### src/rtl/alu_pkg.sv
`default_nettype none
// ============================================================================
// alu_pkg : opcodes and flag bit positions shared by the ALU slice
// Revision: 1.0
// ============================================================================
package alu_pkg;

    localparam logic [3:0] OP_ADD = 4'h0;
    localparam logic [3:0] OP_SUB = 4'h1;
    localparam logic [3:0] OP_INC = 4'h2;
    localparam logic [3:0] OP_DEC = 4'h3;
    localparam logic [3:0] OP_AND = 4'h4;
    localparam logic [3:0] OP_OR  = 4'h5;
    localparam logic [3:0] OP_NOT = 4'h6;
    localparam logic [3:0] OP_XOR = 4'h7;
    localparam logic [3:0] OP_SL  = 4'h8;
    localparam logic [3:0] OP_SR  = 4'h9;

    localparam int FLAG_N = 3;
    localparam int FLAG_Z = 2;
    localparam int FLAG_C = 1;
    localparam int FLAG_V = 0;

endpackage : alu_pkg
`default_nettype wire

### src/rtl/alu_if.sv
`default_nettype none
// ============================================================================
// alu_if : operand/result bundle between a datapath and an ALU slice
// Revision: 1.0
// ============================================================================
interface alu_if #(
    parameter int bits = 4
);
    logic [bits-1:0] ALUA;
    logic [bits-1:0] ALUB;
    logic            ALUFlagIn;
    logic [bits-1:0] ALUResult;
    logic [3:0]      ALUFlags;

    modport master (
        output ALUA, ALUB, ALUFlagIn,
        input  ALUResult, ALUFlags
    );

    modport slave (
        input  ALUA, ALUB, ALUFlagIn,
        output ALUResult, ALUFlags
    );
endinterface : alu_if
`default_nettype wire

### src/rtl/alu_shifter.sv
`default_nettype none
// ============================================================================
// alu_shifter : logical left / arithmetic right shift with last-bit-out carry
// Revision: 1.0
// ============================================================================
module alu_shifter #(
    parameter int bits  = 4,
    parameter bit RIGHT = 1'b0
) (
    input  logic [bits-1:0] a,
    input  logic [bits-1:0] amt,
    output logic [bits-1:0] result,
    output logic            carry
);

    // One guard bit beside the operand catches the last bit shifted out;
    // oversized amounts fall out naturally as zero / sign fill.
    generate
        if (RIGHT) begin : g_right
            logic signed [bits:0] w_ext;
            assign w_ext  = $signed({a, 1'b0}) >>> amt;
            assign result = w_ext[bits:1];
            assign carry  = w_ext[0];
        end else begin : g_left
            logic [bits:0] w_ext;
            assign w_ext  = {1'b0, a} << amt;
            assign result = w_ext[bits-1:0];
            assign carry  = w_ext[bits];
        end
    endgenerate

endmodule : alu_shifter
`default_nettype wire

### src/rtl/alu_unit.sv
`default_nettype none
// ============================================================================
// alu_unit : fixed-function ALU slice, operation chosen at elaboration
// Revision: 1.0
// ============================================================================
module alu_unit
    import alu_pkg::*;
#(
    parameter int         bits       = 4,
    parameter logic [3:0] ALUControl = 4'h0
) (
    input  logic   clk,
    input  logic   rst_n,
    alu_if.slave   bus
);

    localparam logic [bits-1:0] c_one     = {{(bits-1){1'b0}}, 1'b1};
    localparam logic [bits-1:0] c_max_pos = {1'b0, {(bits-1){1'b1}}};
    localparam logic [bits-1:0] c_min_neg = {1'b1, {(bits-1){1'b0}}};
    localparam int              c_msb     = bits - 1;

    logic [bits-1:0] w_result;
    logic            w_c;
    logic            w_v;
    logic [3:0]      w_flags;
    logic [bits-1:0] r_result;
    logic [3:0]      r_flags;
    logic            w_unused_inputs;

    assign w_unused_inputs = ^{bus.ALUA, bus.ALUB, bus.ALUFlagIn};

    generate
        case (ALUControl)
            OP_ADD: begin : g_add
                logic [bits:0] w_sum;
                assign w_sum    = {1'b0, bus.ALUA} + {1'b0, bus.ALUB}
                                + {{bits{1'b0}}, bus.ALUFlagIn};
                assign w_result = w_sum[bits-1:0];
                assign w_c      = w_sum[bits];
                assign w_v      = (bus.ALUA[c_msb] == bus.ALUB[c_msb])
                               && (w_sum[c_msb] != bus.ALUA[c_msb]);
            end
            OP_SUB: begin : g_sub
                logic [bits:0] w_diff;
                // Top bit of the widened difference is the borrow.
                assign w_diff   = {1'b0, bus.ALUA} - {1'b0, bus.ALUB}
                                - {{bits{1'b0}}, bus.ALUFlagIn};
                assign w_result = w_diff[bits-1:0];
                assign w_c      = w_diff[bits];
                assign w_v      = (bus.ALUA[c_msb] != bus.ALUB[c_msb])
                               && (w_diff[c_msb] != bus.ALUA[c_msb]);
            end
            OP_INC: begin : g_inc
                assign w_result = bus.ALUA + c_one;
                assign w_c      = &bus.ALUA;
                assign w_v      = (bus.ALUA == c_max_pos);
            end
            OP_DEC: begin : g_dec
                assign w_result = bus.ALUA - c_one;
                assign w_c      = ~|bus.ALUA;
                assign w_v      = (bus.ALUA == c_min_neg);
            end
            OP_AND: begin : g_and
                assign w_result = bus.ALUA & bus.ALUB;
                assign w_c      = 1'b0;
                assign w_v      = 1'b0;
            end
            OP_OR: begin : g_or
                assign w_result = bus.ALUA | bus.ALUB;
                assign w_c      = 1'b0;
                assign w_v      = 1'b0;
            end
            OP_NOT: begin : g_not
                assign w_result = ~bus.ALUA;
                assign w_c      = 1'b0;
                assign w_v      = 1'b0;
            end
            OP_XOR: begin : g_xor
                assign w_result = bus.ALUA ^ bus.ALUB;
                assign w_c      = 1'b0;
                assign w_v      = 1'b0;
            end
            OP_SL: begin : g_sl
                alu_shifter #(.bits(bits), .RIGHT(1'b0)) u_shifter (
                    .a      (bus.ALUA),
                    .amt    (bus.ALUB),
                    .result (w_result),
                    .carry  (w_c)
                );
                assign w_v = 1'b0;
            end
            OP_SR: begin : g_sr
                alu_shifter #(.bits(bits), .RIGHT(1'b1)) u_shifter (
                    .a      (bus.ALUA),
                    .amt    (bus.ALUB),
                    .result (w_result),
                    .carry  (w_c)
                );
                assign w_v = 1'b0;
            end
            default: begin : g_reserved
                assign w_result = '0;
                assign w_c      = 1'b0;
                assign w_v      = 1'b0;
            end
        endcase
    endgenerate

    assign w_flags[FLAG_N] = w_result[c_msb];
    assign w_flags[FLAG_Z] = (w_result == '0);
    assign w_flags[FLAG_C] = w_c;
    assign w_flags[FLAG_V] = w_v;

    // Reset clears Z too, so the held flags read all-zero rather than "result is zero".
    always_ff @(posedge clk) begin
        if (!rst_n) begin
            r_result <= '0;
            r_flags  <= 4'b0000;
        end else begin
            r_result <= w_result;
            r_flags  <= w_flags;
        end
    end

    assign bus.ALUResult = r_result;
    assign bus.ALUFlags  = r_flags;

endmodule : alu_unit
`default_nettype wire

### src/flat_wrapper.sv
// flat-port wrapper written by rule: the top's interface ports become plain ports
module alu_unit_flat import alu_pkg::*;
#(
    parameter int         bits       = 4,
    parameter logic [3:0] ALUControl = 4'h0
)
  (clk, rst_n, bus_ALUA, bus_ALUB, bus_ALUFlagIn, bus_ALUResult, bus_ALUFlags);
  alu_if #(.bits(bits)) bus_i ();
  input  logic clk;
  input  logic rst_n;
  input wire logic [$bits(bus_i.ALUA)-1:0] bus_ALUA;
  input wire logic [$bits(bus_i.ALUB)-1:0] bus_ALUB;
  input wire logic [$bits(bus_i.ALUFlagIn)-1:0] bus_ALUFlagIn;
  output wire logic [$bits(bus_i.ALUResult)-1:0] bus_ALUResult;
  output wire logic [$bits(bus_i.ALUFlags)-1:0] bus_ALUFlags;
  assign bus_i.ALUA = bus_ALUA;
  assign bus_i.ALUB = bus_ALUB;
  assign bus_i.ALUFlagIn = bus_ALUFlagIn;
  assign bus_ALUResult = bus_i.ALUResult;
  assign bus_ALUFlags = bus_i.ALUFlags;
  alu_unit #(.bits(bits), .ALUControl(ALUControl)) u_core (.clk(clk), .rst_n(rst_n), .bus(bus_i));
endmodule
### config.mk
export PLATFORM = sky130hd
export DESIGN_NAME = alu_unit_flat
export DESIGN_NICKNAME = d
export VERILOG_FILES = /design/src/rtl/alu_pkg.sv /design/src/rtl/alu_if.sv /design/src/rtl/alu_shifter.sv /design/src/rtl/alu_unit.sv /design/src/flat_wrapper.sv
export SDC_FILE = /design/constraint.sdc
export NUM_CORES = 1
export LEC_CHECK = 0
export CORE_AREA = 2 2 39 41
export DETAILED_ROUTE_END_ITERATION = 16
export DIE_AREA = 0 0 41 43
export HOLD_SLACK_MARGIN = 0.03
export SLEW_MARGIN = 5
export SYNTH_ARGS = -nofsm -noshare
export SYNTH_HDL_FRONTEND = slang
export SYNTH_SLANG_ARGS = --single-unit
export TNS_END_PERCENT = 20
### constraint.sdc
create_clock -name clk -period 2.04 [get_ports clk]
set_input_delay 0.306 -clock clk [delete_from_list [all_inputs] [get_ports clk]]
set_output_delay 0.306 -clock clk [all_outputs]
set_load 0.05 [all_outputs]
==> impl_metrics.py <==
metrics = {
    "run_status": {
        "outcome": "finished clean",
    },
    "timing": {
        "report.final.slew_viol_count": 0,
        "fmax_ghz": 0.536,
        "setup_slack_ns": 0.176,
        "fin_tns_setup_ns": 0,
        "hold_viol": 0,
        "post-route-period-util_pct": 91.4,
        "whs_ns": 0.779,
        "finalSetupViolations": 0,
        "rsz0062_at_grt": "false",
        "fin_crit_ns": 1.86,
        "slew_headroom_pct": 67.5,
        "tightestPinTransition_ns": 0.487,
    },
    "cells_and_area": {
        "diodes": 0,
        "drive_above_1_share_pct": 8.33,
        "layout.nets": 77,
        "fin_cells": 76,
        "area_growth_pct": 60.3,
    },
    "floorplan": {
        "core_mm2": 0.00138,
        "start_util_pct": 27.1,
        "die_w_um": 41,
        "dieArea_mm2": 0.00176,
        "die_h_um": 43,
        "rows": 14,
        "io_pins": 19,
    },
    "place": {
        "place.gp.congestion": 0.685,
        "dpl.hpwl_um": 557,
        "port_buffers": 18,
        "pre_cts_ws_ns": -0.0903,
        "dp_cells": 72,
    },
    "global_route": {
        "grt_pass1_vias": 299,
        "grt_max_degree": 8,
        "antenna_found_initial": 0,
        "grt_pass1_wl_um": 1080,
        "grt_usage_pct": 9.05,
        "overflow": 0,
    },
    "cts": {
        "tritoncts": "built",
        "clock-sinks": 7,
        "cts_resized": 0,
        "path_clk_slew_ns": 0.05,
        "cts_max_level": 1,
        "hold_buffers": 0,
        "cts-root-buf": "clkbuf_4",
        "clock_path_buffers": 2,
        "cts_setup_buffers": 0,
        "cts_buffers": 3,
    },
    "run": {
        "maxCapViolations": 0,
    },
    "synthesis": {
        "synth.area.top_cells": "dfxtp_1, fa_1, ha_1",
        "synth_largest_area_cell": "dfxtp_1",
        "syn_inst": 38,
        "synth.distinct_cells": 20,
        "ys_ff_latch": 7,
        "ys_seq_area_share_pct": 37.3,
        "yosysWarningCount": 0,
        "syn_area_um2": 375,
        "netlist.area_leader.share_pct": 37.3,
        "synthesis.nets": 54,
        "avgSynthCellArea_um2": 9.88,
    },
    "pwr": {
        "power.density_mw_per_mm2": 727,
        "vdd_drop_max_v": 0.000146,
        "leakage_nw": 0.267,
    },
    "worst_setup_path": {
        "startpoint_type": "input port",
        "crit_fanout": 2,
        "critPathRequiredTime_ns": 2.22,
        "path_cells": "clkdlybuf4s50_1, inv_1, fa_1, inv_1, fa_1, nand4b_1, a21oi_1",
        "end_kind": "register",
        "critPathMaxStageDelay_ns": 0.46,
        "slowest_stage": "clkdlybuf4s50_1",
        "crit_type": "in2reg",
        "cp_data_arrival_time_ns": 2.04,
    },
    "drt": {
        "totalWireLength_um": 638,
        "drtIter0Drc": 1,
        "num_vias": 333,
        "drtAntennaViolNets": 0,
        "first_pass_iters": 2,
        "via_per_inst": 4.38,
        "drc": 0,
        "wl_per_cell_um": 8.39,
    },
    "worst_hold_path": {
        "hold_class": "in2reg",
    },
}
-- cells in the mapped netlist (all sizes together) --
cell    instances
dfxtp           7
inv             5
a21oi           3
ha              3
nor2b           3
a21o            2
fa              2
nor3            2
a21boi          1
and2            1
and3            1
and3b           1
buf             1
nand2           1
nand3           1
nand3b          1
nand4b          1
o21ai           1
xnor2           1
-- layer usage --
metal	share of wire, %	GRT usage (%)
met4	0	8.00
met3	4.9	1.57
met1	40	9.39
met2	55	14.4
met5	0	0
-- registers in the layout, summed over array words and instances (netlist names) --
| signal | flops |
|---|---|
| u_core.bus.ALUFlags | 4 |
| u_core.bus.ALUResult | 3 |
-- kinds of logic (layout without fill, tap and decap cells) --
kind of cell	Yosys count	count (layout)	share of synthesized area, %
AND/OR/NAND/NOR	12	12	21.3
AO/OA/AOI/OAI	7	7	11.3
flip-flops	7	7	37.3
buffers and inverters	6	28	7.00
adder cells (fa/ha/maj)	5	5	20.7
XOR/XNOR	1	1	2.33
-- critical path: cells and delay by family --
| kind | cells | cell delay (ns) |
|---|---|---|
| AOI/OAI and AO/OA | 1 | 0.12 |
| adders and majority gates | 2 | 0.84 |
| buffers and inverters | 3 | 0.59 |
| and+or+nand+nor | 1 | 0.18 |
-- where the power goes --
| part | switching (mW) | leakage, nW | total (mW) | internal, mW |
|---|---|---|---|---|
| clock | 0.0450 | 0.0150 | 0.119 | 0.0742 |
| combinational | 0.0937 | 0.194 | 0.164 | 0.0708 |
| sequential | 0.00308 | 0.0580 | 0.154 | 0.150 |
-- through the flow --
stage	instance area (um2)	utilization, %	total power [mW]
floorplan	375	-	0.263
global placement	576	41.6	0.321
detailed placement	576	41.6	0.322
CTS	602	43.5	0.444
global route	602	43.5	0.474
finish	602	43.5	0.437
-- final cells by class --
type | count | area [um2]
inverter | 5 | 18.8
sequential | 7 | 140
clock buffer | 4 | 26.3
timing repair buffer | 19 | 188
multi-input combinational | 25 | 209
fill | 135 | 782
tap | 16 | 20.0
-- cell usage in the layout, fill, tap and decap left out, types with 2 or more instances in the layout --
cell             instances
ha_1                     3
a21o_1                   2
a21oi_1                  3
nor2b_1                  3
inv_1                    5
clkbuf_4                 3
fa_1                     2
clkdlybuf4s50_1         18
dfxtp_1                  7
-- path summary, 6_finish.rpt --
| check | cells past startpoint | endpoint | start |
|---|---|---|---|
| worst max-delay path | 7 | u_core.bus.ALUFlags[2] | bus_ALUFlagIn |
| worst min-delay path | 3 | u_core.bus.ALUFlags[0] | rst_n |
No activity file was read; power rests on OpenSTA's default activity.
==> RTL edit 1: new RTL, same flow settings <==
`bits` is set to 4 in 4 places; all go to 3.
--- a/src/rtl/alu_if.sv
+++ b/src/rtl/alu_if.sv
@@ -5,5 +5,5 @@
 // ============================================================================
 interface alu_if #(
-    parameter int bits = 4
+    parameter int bits = 3
 );
     logic [bits-1:0] ALUA;
--- a/src/rtl/alu_shifter.sv
+++ b/src/rtl/alu_shifter.sv
@@ -5,5 +5,5 @@
 // ============================================================================
 module alu_shifter #(
-    parameter int bits  = 4,
+    parameter int bits  = 3,
     parameter bit RIGHT = 1'b0
 ) (
--- a/src/rtl/alu_unit.sv
+++ b/src/rtl/alu_unit.sv
@@ -7,5 +7,5 @@
     import alu_pkg::*;
 #(
-    parameter int         bits       = 4,
+    parameter int         bits       = 3,
     parameter logic [3:0] ALUControl = 4'h0
 ) (
--- a/src/flat_wrapper.sv
+++ b/src/flat_wrapper.sv
@@ -2,5 +2,5 @@
 module alu_unit_flat import alu_pkg::*;
 #(
-    parameter int         bits       = 4,
+    parameter int         bits       = 3,
     parameter logic [3:0] ALUControl = 4'h0
 )
Interface: changed (resized bus_ALUA, bus_ALUB and bus_ALUResult); port bits go from 19 to 16. The function was not compared with the original's and may differ.
==> RTL edit 1 against the original RTL <==
Cell area decreased by 23%. Setup slack improved by 0.10 ns. Highest routed layer unchanged. Cell count decreased by 21%. Count of clock-buffer cells in the layout decreased by 1. Synthesized cell count decreased by 29%. Area after synthesis decreased by 25%. Wire length decreased by 32%. Sequential cell count decreased by 1. Clock power decreased by 13%. Non-clock buffer count decreased by 4. Total power decreased by 17%. Largest power group is now registers. Global-route usage decreased by 2.7 points.
==> RTL edit 1: results (changes against the original RTL) <==
met3 WL 24 um (-23%); inverter count 4 (-1); Worst-Margin Slew 0.489 ns (+0.00219 ns); clk tree area frac 4.84% (+0.47 points); register area share after synthesis 42.9% (+5.5 points); Cell Area, Placed 443 sq um (-23%); Repair and plain buffers 15 (-4); Distinct cells, synth 16 (-20%); Cells after Synth 27 (-29%); pre-CTS setup slack 0.0297 ns (+0.120 ns); status finished clean; Leak 0.196 nW (-26%); Final #Nets 59 (-23%); layout sequential cell count 6 (-1); sequential cell area share 25.8% (+2.5 points); Total GRT Usage 6.35% (-2.7 points); GR Util met1 5.54% (-3.8 points); largest net degree at the start of global routing 7 (-1); M2 GR Usage 8.75% (-5.6 points); area of the multi-input gates 138 sq um (-34%); Worst VDD drop 0.000184 V (+26%); WL per Instance 7.28 um (-13%); via density per instance 3.67 (-16%); layout cells sized above 1 6.82% (-1.5 points); vias in the first global route 213 (-29%); most frequent cells after synthesis 6 x dfxtp_1, 4 x inv_1, 2 x and2_1, 2 x fa_1, 2 x ha_1; met2 routed wirelength 241 um (-31%); synthesized net count 40 (-26%); PortBufs 15 (-3); Final Wtd Congestion 0.653 (-4.6%); Final non-clock buffer share 32.3% (+1.1 points); # fillers 158 (+17%); wl on met1 171 um (-33%); htree depth 1 (unchanged); highest metal used met3; Placed Cells 57 (-21%); global-route wire length before repair 683 um (-37%); Util after Layout 33.6% (-9.9 points); Synth area leaders dfxtp_1 43%, fa_1 14%, ha_1 8.9%, inv_1 5.4%, and2_1 4.5%; multi-input gates 16 (-36%); DPL Wire Length 391 um (-30%)
## RTL edit 1: logic make-up (layout without fill, tap and decap cells)
group / after synthesis / after routing / synth area share, %
AOI/OAI and AO/OA: 2 / 2 / 3.57
xor gates and xnor gates: 2 / 2 / 6.25
buffers and inverters: 5 / 22 / 8.04
adders and majority gates: 4 / 4 / 23.2
and+or+nand+nor: 8 / 8 / 16.1
DFF: 6 / 6 / 42.9
## RTL edit 1: power by group
part / leakage, nW / total, W / internal, W / switching [W]
clock network: 0.0138 / 0.000103 / 0.0000662 / 0.0000373
logic: 0.133 / 0.000129 / 0.0000535 / 0.0000754
registers: 0.0496 / 0.000132 / 0.000129 / 0.00000287
total: 0.196 / 0.000365 / 0.000249 / 0.000116
## RTL edit 1: path summary, 6_finish.rpt
path | from | end | slack (ns) | depth (start not counted)
hold / removal | rst_n | u_core.bus.ALUFlags[2] | 0.71 | 3
setup / recovery | bus_ALUFlagIn | u_core.bus.ALUFlags[2] | 0.28 | 6
==> RTL edit 2: new RTL, same flow settings <==
Without the edit above. Reset style: asynchronous (`rst_n`), changed in one clocked block.
--- a/src/rtl/alu_unit.sv
+++ b/src/rtl/alu_unit.sv
@@ -113,5 +113,5 @@
 
     // Reset clears Z too, so the held flags read all-zero rather than "result is zero".
-    always_ff @(posedge clk) begin
+    always_ff @(posedge clk or negedge rst_n) begin
         if (!rst_n) begin
             r_result <= '0;
Behaviour: differs if rst_n is asserted again (counterexample within 4 cycles, from zero or initial values and one cycle with rst_n low); with rst_n held inactive, the same outputs for 10 cycles.
==> RTL edit 2 against the original RTL <==
Area after synthesis grew 1.0%. Cell area rose by 1.7%. Highest routed layer unchanged. Sequential cell count is the same. Clock power about the same. Non-clock buffer count increased by 1. Wire length fell by 4.5%. Largest cell class is now buffers. Die area stayed put. First-iteration DRC count grew to 3.0 times the old value. Total power up 18%. Setup slack got worse by 0.016 ns.
==> RTL edit 2: results (changes against the original RTL) <==
fraction of registers with async set/reset 100% (+100 points); register area share after synthesis 46.2% (+8.9 points); synthesized net count 48 (-11%); flip-flop count of the largest register after layout 4 (unchanged); CTS Buf Count 3 (unchanged); DPL Wire Length 519 um (-6.7%); Initial DRC Count 3 (+2); crit path max fanout 2 (unchanged); Leak 0.291 nW (+9.0%); Clk pin slew, worst setup/hold paths 0.05 ns (about the same); largest net degree at the start of global routing 8 (unchanged); Distinct cells, synth 16 (-20%); Total GRT Usage 8.89% (-0.17 points); htree depth 1 (unchanged); Final #Nets 72 (-6.5%); Synth area leaders dfrtp_1 46%, fa_1 11%, ha_1 9.9%, inv_1 5.0%, xor2_1 4.6%; mux share of post-synthesis cell area 2.97% (+3.0 points); CP max stage delay 0.42 ns (-0.04 ns); vias in the first global route 306 (+2.3%); Crit-path slowest cell fa_1; Cells after Synth 32 (-16%); Compound-Gate Fraction of Synth Area 9.57% (-1.8 points); post-synthesis adder-cell area fraction 20.5% (-0.20 points); status finished clean; Bufs on Longest Clock Path 2 (unchanged); Placed Cells 66 (-8.3%); via density per instance 4.13 (-5.8%); Psw 0.000189 W (+34%); global-route wire length before repair 1050 um (-2.6%); Routed WL 609 um (-4.5%); Worst-Margin Slew 0.491 ns (+0.00466 ns); Worst VDD drop 0.000220 V (+51%); ant diodes 0 (unchanged); Post-Synth XOR/XNOR Area 4.62% (+2.3 points); Root Buffer clkbuf_4; drt pass-1 iters 2 (unchanged); Main synth FF type dfrtp_1; PortBufs 18 (unchanged); layout cells sized above 1 18.2% (+9.8 points); WL per Instance 8.58 um (+2.2%); final hold viol count 0 (unchanged); Final Wtd Congestion 0.717 (+4.8%); Cell Area, Placed 579 sq um (+0.65%); most frequent cells after synthesis 7 x dfrtp_1, 5 x inv_1, 3 x ha_1; initial antenna violation count 0 (unchanged); Ys Warns 0 (unchanged); HP Class in -> async
RTL edit 2: layout make-up:
class | instances | area (sq um)
Timing Repair Buffer | 20 | 191
Tap cell | 16 | 20.0
Fill cell | 157 | 772
Sequential cell | 7 | 175
Multi-Input combinational cell | 19 | 180
Clock buffer | 4 | 26.3
Inverter | 5 | 18.8
RTL edit 2: cells by family (layout without fill, tap and decap cells):
family	after synthesis	count (layout)
buffers and inverters	6	29
flip-flops	7	7
multiplexers	1	1
AND/OR/NAND/NOR	6	6
adder cells (fa/ha/maj)	5	5
XOR/XNOR	2	2
AO/OA/AOI/OAI	5	5
RTL edit 2: stage by stage:
stage          worst slack [ns]  utilization [%]
2_1_floorplan             0.186                -
3_3_place_gp             -0.328             41.9
3_5_place_dp             -0.361             41.9
4_1_cts                   0.143             44.2
5_1_grt                  0.0969             44.2
6_report                  0.160             44.2
RTL edit 2: worst paths after layout:
path / start / to / slack (ns) / cells past startpoint
min in group clk: bus_ALUB[0] / u_core.bus.ALUResult[0] / 0.65 / 4
setup / recovery: bus_ALUA[0] / u_core.bus.ALUFlags[2] / 0.16 / 7
max in group asynchronous: rst_n / u_core.bus.ALUFlags[3] / 1.51 / 1
hold / removal: rst_n / u_core.bus.ALUResult[1] / 0.31 / 1
RTL edit 2: timing repair:
| item | 4_1_cts | 5_1_grt |
|---|---|---|
| resized for setup | 7 | 0 |
| endpoints found under the setup margin | 1 | 0 |
| buffers inserted | 1 | 0 |
RTL edit 2: worst max-delay path: cells and delay by family:
kind | cells | cell delay [ns]
buffers and inverters | 3 | 0.30
adder cells (fa/ha/maj) | 2 | 0.80
AND/OR/NAND/NOR | 1 | 0.38
AO/OA/AOI/OAI | 1 | 0.23
RTL edit 2: layer usage:
layer | vias to the layer above | part of all wire, % | GRT usage, %
met5 | - | 0 | 0
met4 | 0 | 0 | 8.00
met3 | 0 | 7.7 | 1.57
met2 | 12 | 55 | 14.1
met1 | 131 | 38 | 9.18
li1 | 150 | - | -
RTL edit 2: power groups by stage:
stage | registers (W) | logic (W) | clock network [W]
floorplan | 0.000246 | 0.0000675 | 0
global placement | 0.000167 | 0.000226 | 0
detailed placement | 0.000168 | 0.000226 | 0
CTS | 0.000166 | 0.000231 | 0.000121
global route | 0.000168 | 0.000246 | 0.000127
finish | 0.000166 | 0.000230 | 0.000119
